### src/rtl/adc_scan_pkg.sv
// adc_scan_pkg: scan FSM states and the per-channel threshold slicer.
package adc_scan_pkg;
    typedef enum logic [2:0] {IDLE, WAIT_RDY, ACK, UPDATE, NEXT} state_t;

    // Returns the w-bit field k of a packed threshold vector (w <= 32).
    function automatic logic [31:0] thr(input logic [255:0] vec, input int k, input int w);
        return 32'(vec >> (k * w)) & ((32'd1 << w) - 32'd1);
    endfunction
endpackage

### src/rtl/hyst_cell.sv
// hyst_cell: one channel's threshold compare, confirm counter and level flag.
module hyst_cell #(
    parameter int                 DATA_W     = 12,
    parameter logic [DATA_W-1:0]  HIGH       = 1246,
    parameter logic [DATA_W-1:0]  LOW        = 1059,
    parameter int                 CONFIRM    = 2,
    parameter logic               LEVEL_INIT = 1'b0
) (
    input  logic              clk,
    input  logic              rst,
    input  logic              upd,
    input  logic [DATA_W-1:0] sample,
    output logic              level
);
    logic [3:0] cnt;
    logic       qual;
    logic       hit;

    assign qual = level ? (sample <= LOW) : (sample >= HIGH);
    assign hit  = (cnt + 4'd1) == 4'(CONFIRM);

    always_ff @(posedge clk or posedge rst) begin
        if (rst) begin
            cnt   <= '0;
            level <= LEVEL_INIT;
        end else if (upd) begin
            cnt <= (qual && !hit) ? cnt + 4'd1 : 4'd0;
            if (qual && hit) level <= ~level;
        end
    end
endmodule

### src/rtl/adc_scan_hysteresis.sv
// adc_scan_hysteresis: round-robin ADC scanner with 4-phase handshake and
// per-channel hysteresis/debounce level flags.
module adc_scan_hysteresis
    import adc_scan_pkg::*;
#(
    parameter int                        NUM_CH      = 4,
    parameter int                        DATA_W      = 12,
    parameter logic [NUM_CH*DATA_W-1:0]  X_HIGH      = {NUM_CH{DATA_W'(1246)}},
    parameter logic [NUM_CH*DATA_W-1:0]  X_LOW       = {NUM_CH{DATA_W'(1059)}},
    parameter int                        CONFIRM     = 2,
    parameter int                        TIMEOUT_CYC = 4096,
    parameter logic                      LEVEL_INIT  = 1'b0
) (
    input  logic                     clk,
    input  logic                     rst,
    input  logic                     en,
    input  logic                     adc_ready,
    input  logic [DATA_W-1:0]        d_signal,
    output logic [2:0]               address,
    output logic                     adc_ack,
    output logic [NUM_CH-1:0]        level,
    output logic [NUM_CH*DATA_W-1:0] samples,
    output logic                     scan_done,
    output logic [NUM_CH-1:0]        timeout_err
);
    localparam int         TW   = $clog2(TIMEOUT_CYC) + 1;
    localparam logic [2:0] LAST = 3'(NUM_CH - 1);

    state_t            state, next;
    logic [2:0]        ch;
    logic [TW-1:0]     tcnt;
    logic [DATA_W-1:0] work;
    logic              expired;

    assign expired = tcnt == TW'(TIMEOUT_CYC - 1);
    assign address = ch;

    always_comb begin
        next = state;
        case (state)
            IDLE:     next = en ? WAIT_RDY : IDLE;
            WAIT_RDY: next = adc_ready ? ACK : (expired ? NEXT : WAIT_RDY);
            ACK:      next = adc_ready ? ACK : UPDATE;
            UPDATE:   next = NEXT;
            NEXT:     next = en ? WAIT_RDY : IDLE;
            default:  next = IDLE;
        endcase
    end

    always_ff @(posedge clk or posedge rst) begin
        if (rst) begin
            state       <= IDLE;
            ch          <= '0;
            tcnt        <= '0;
            work        <= '0;
            adc_ack     <= 1'b0;
            samples     <= '0;
            scan_done   <= 1'b0;
            timeout_err <= '0;
        end else begin
            state     <= next;
            // Ack follows the state register so it drops only after ready has been seen low.
            adc_ack   <= next == ACK;
            scan_done <= state == NEXT && ch == LAST;
            tcnt      <= state == WAIT_RDY ? tcnt + TW'(1) : '0;
            if (state == WAIT_RDY && adc_ready) work <= d_signal;
            if (state == NEXT) ch <= ch == LAST ? 3'd0 : ch + 3'd1;
            for (int k = 0; k < NUM_CH; k++) begin
                if (state == WAIT_RDY && ch == 3'(k)) begin
                    if (adc_ready) samples[k*DATA_W +: DATA_W] <= d_signal;
                    else if (expired) timeout_err[k] <= 1'b1;
                end
            end
        end
    end

    for (genvar k = 0; k < NUM_CH; k++) begin : g_cell
        hyst_cell #(
            .DATA_W    (DATA_W),
            .HIGH      (DATA_W'(thr(256'(X_HIGH), k, DATA_W))),
            .LOW       (DATA_W'(thr(256'(X_LOW), k, DATA_W))),
            .CONFIRM   (CONFIRM),
            .LEVEL_INIT(LEVEL_INIT)
        ) u_cell (
            .clk   (clk),
            .rst   (rst),
            .upd   (state == UPDATE && ch == 3'(k)),
            .sample(work),
            .level (level[k])
        );
    end
endmodule

### config.mk
export PLATFORM = sky130hd
export DESIGN_NAME = adc_scan_hysteresis
export DESIGN_NICKNAME = d
export VERILOG_FILES = /design/src/rtl/adc_scan_pkg.sv /design/src/rtl/hyst_cell.sv /design/src/rtl/adc_scan_hysteresis.sv
export SDC_FILE = /design/constraint.sdc
export NUM_CORES = 1
export LEC_CHECK = 0
export CAP_MARGIN = 0
export CORE_MARGIN = 2
export CORE_UTILIZATION = 53
export CTS_CLUSTER_DIAMETER = 50
export DETAILED_ROUTE_END_ITERATION = 7
export PLACE_DENSITY = 0.83
export SETUP_SLACK_MARGIN = 0.1
export SLEW_MARGIN = 30
export SYNTH_ARGS = -nofsm -noshare
export SYNTH_HDL_FRONTEND = slang
export SYNTH_SLANG_ARGS = --single-unit
### constraint.sdc
create_clock -name clk -period 4.6 [get_ports clk]
set_clock_uncertainty 0.15 [all_clocks]
set_input_delay 0.69 -clock clk [delete_from_list [all_inputs] [get_ports clk]]
set_output_delay 0.69 -clock clk [all_outputs]
set_load 0.01 [all_outputs]
==> qor.yml <==
outcome: "finished clean"
io_pins: 77
comb_power_share_pct: 41.6
vias: 3324
ir_worst_vdd_mv: 0.354
cp_slowest_cell: "and3b_1"
routed_wl_mm: 9.62
finalHoldViolCount: 0
start_util_pct: 54.7
post-route-period-util_pct: 59.9
critPathKind: "in -> reg"
drv_slew: 0
fp.dieH_um: 98.9
grt_pass1_vias: 3341
cts_root_buffer: "clkbuf_8"
slowest_delay_ps: 580
rows: 34
yosysMostFrequentCell: "dfrtp_1"
cts_resized: 0
yosys-top-cells-area: "dfrtp_1 55%, mux2_2 14%, ha_1 3.4%"
startpoint_type: "input pin"
firstDrtPassIters: 4
power_density_mw_per_mm2: 596
cts_hold_buf: 0
antenna_found_initial: 0
diodes: 0
cts_buffers: 9
drcViolationCount: 0
worstMarginPinSlew_ps: 803
synth_nets: 438
hp-class: "reg -> reg"
cts_tree: "built"
die_area_sq_mm: 0.00978
maxCapViolations: 0
cp.required_ps: 4700
synth_top_area_cell: "dfrtp_1"
synth_ff_type: "dfrtp_1"
grt_pass1_wl_mm: 16.1
fillCellCount: 640
avgViaCountPerCell: 5.56
ys.warnings.count: 0
ys_seq_area_share_pct: 54.5
synth.distinct_cells: 45
fp.coreArea_sq_mm: 0.00872
setup_viol: 0
synth_edf_count: 0
switching_power_mw: 1.20
die_x_um: 98.9
drive_above_1_share_pct: 19.0
switching_share_pct: 34.9
ys_ff_latch: 104
r2r_cells: 4
netlist_instances: 409
critPathMaxFanout: 16
hpwl_mm: 6.86
place_congestion: 0.803
slew_headroom_pct: 46.5
rsz0062_at_grt: "false"
cts_sinks: 104
ant_nets: 0
power.internal_mw: 2.25
fin_nets: 514
clk_latency_ps: 350
synth_area_sq_mm: 0.00477
cellLeakagePower_nw: 2.55
drt_iter0_markers: 182
seq_area_sq_mm: 0.00260
pwr-share-clk_pct: 15.7
io_buffers: 76
hold_ws_ps: 350
grtUsageTotal_pct: 20.6
holdPathStages: 1
multi_input_area_sq_mm: 0.00202
synthTopCellsByCount: "104 x dfrtp_1, 59 x mux2_2, 37 x nand2_1"
synth_top_area_share_pct: 54.5
syn2layout_area_growth_pct: 21.5
period_needed_ps: 2760
cp_cell_sequence: "clkdlybuf4s50_1 > and3b_1 > nand2_1 > mux2_2"
cp-end-kind: "flop"
syn_area_per_cell_sq_um: 11.7
grt_start_max_net_pins: 93
cts_max_path_buffers: 2
sequentialPowerShare_pct: 42.7
drt-wirelength-per-cell_um: 16.1
gr-total-overflow: 0
max_freq_mhz: 363
htree_num_levels: 3
fin_setup_tns_ps: 0
async_reset_ff_share_pct: 100
post-cts-setup-buffer-count: 0
cp.arrival_ps: 2850
path_clk_slew_ps: 100
[registers in the layout, summed over array words and instances, names as in the netlist]
signal               flops
g_cell.u_cell.cnt       16
work                    11
g_cell.u_cell.level      4
tcnt                    13
adc_ack                  1
timeout_err              4
address                  3
state                    3
scan_done                1
samples                 48
[final cells by class]
type,instances,share of cell area [%]
Sequential cell,104,44.9
Clock buffer,11,2.61
Tap cell,108,2.33
Inverter,21,1.45
Clock inverter,5,0.626
Timing Repair Buffer,77,13.2
Multi-Input combinational cell,272,34.9
[cells by family (layout without fill, tap and decap cells)]
group / Yosys count / after routing / share of synthesized area, %
flops: 104 / 104 / 54.5
buf+inv: 33 / 114 / 3.09
fa+ha+maj: 13 / 13 / 3.41
simple gates: 126 / 126 / 12.9
mux: 59 / 59 / 13.9
compound gates: 64 / 64 / 10.3
xor+xnor: 10 / 10 / 1.83
[power groups by stage]
stage / Sequential, mW / Combinational, mW / Clock (mW)
global placement: 1.47 / 1.39 / 0
CTS: 1.48 / 1.45 / 0.552
detailed placement: 1.49 / 1.45 / 0
global route: 1.52 / 1.56 / 0.592
floorplan: 1.54 / 0.746 / 0
finish: 1.48 / 1.44 / 0.542
[placed cells by master (no fill, tap or decap), types with 3 or more instances in the layout]
master,netlist,layout
dfrtp_1,104,104
clkdlybuf4s50_1,0,76
mux2_2,59,59
nand2_1,37,37
nor2_1,25,25
inv_1,21,20
a21oi_1,16,16
nand3_1,15,15
nor3_1,14,14
ha_1,13,13
o21ai_0,12,12
and2_1,11,11
clkbuf_8,0,11
o22ai_1,8,8
xor2_1,6,6
nand2b_1,5,5
a31o_2,5,5
nor2b_1,4,4
xnor2_1,4,4
a21o_1,3,3
and3_1,3,3
inv_6,0,3
[metal layers]
metal	wire, um	part of all wire [%]	GRT usage, %
met4	101	1.0	4.95
met2	4910	51	34.9
met3	412	4.3	4.68
met5	0	0	0
met1	4200	44	27.0
[path summary, 6_finish.rpt]
kind / endpoint / slack, ps / start
worst min register to register: tcnt[0]$_DFF_PP0_ / 350 / tcnt[0]$_DFF_PP0_
max in group asynchronous: tcnt[4]$_DFF_PP0_ / 2870 / rst
min in group asynchronous: samples[1]$_DFFE_PP0P_ / 700 / rst
worst max register to register: samples[33]$_DFFE_PP0P_ / 2050 / state[0]$_DFF_PP0_
worst max-delay path: samples[33]$_DFFE_PP0P_ / 1840 / adc_ready
worst min-delay path: tcnt[0]$_DFF_PP0_ / 350 / tcnt[0]$_DFF_PP0_
[stage by stage]
step | std cells | util [%] | setup WS [ps] | power [mW] | instance area, sq um
after floorplan | 409 | - | 1030 | 2.29 | 4770
after global placement | 582 | 64.3 | 1480 | 2.87 | 5610
after detailed placement | 582 | 64.4 | 1400 | 2.94 | 5610
after CTS | 598 | 66.5 | 1790 | 3.48 | 5800
after global routing | 598 | 66.5 | 1710 | 3.67 | 5800
final | 598 | 66.5 | 1840 | 3.45 | 5800
[worst max-delay path: cells and delay by family]
family	cells	cell delay [ps]
buffers and inverters	1	560
multiplexers	1	440
AND/OR/NAND/NOR	2	1150
Power figures use the tool's default switching activity.
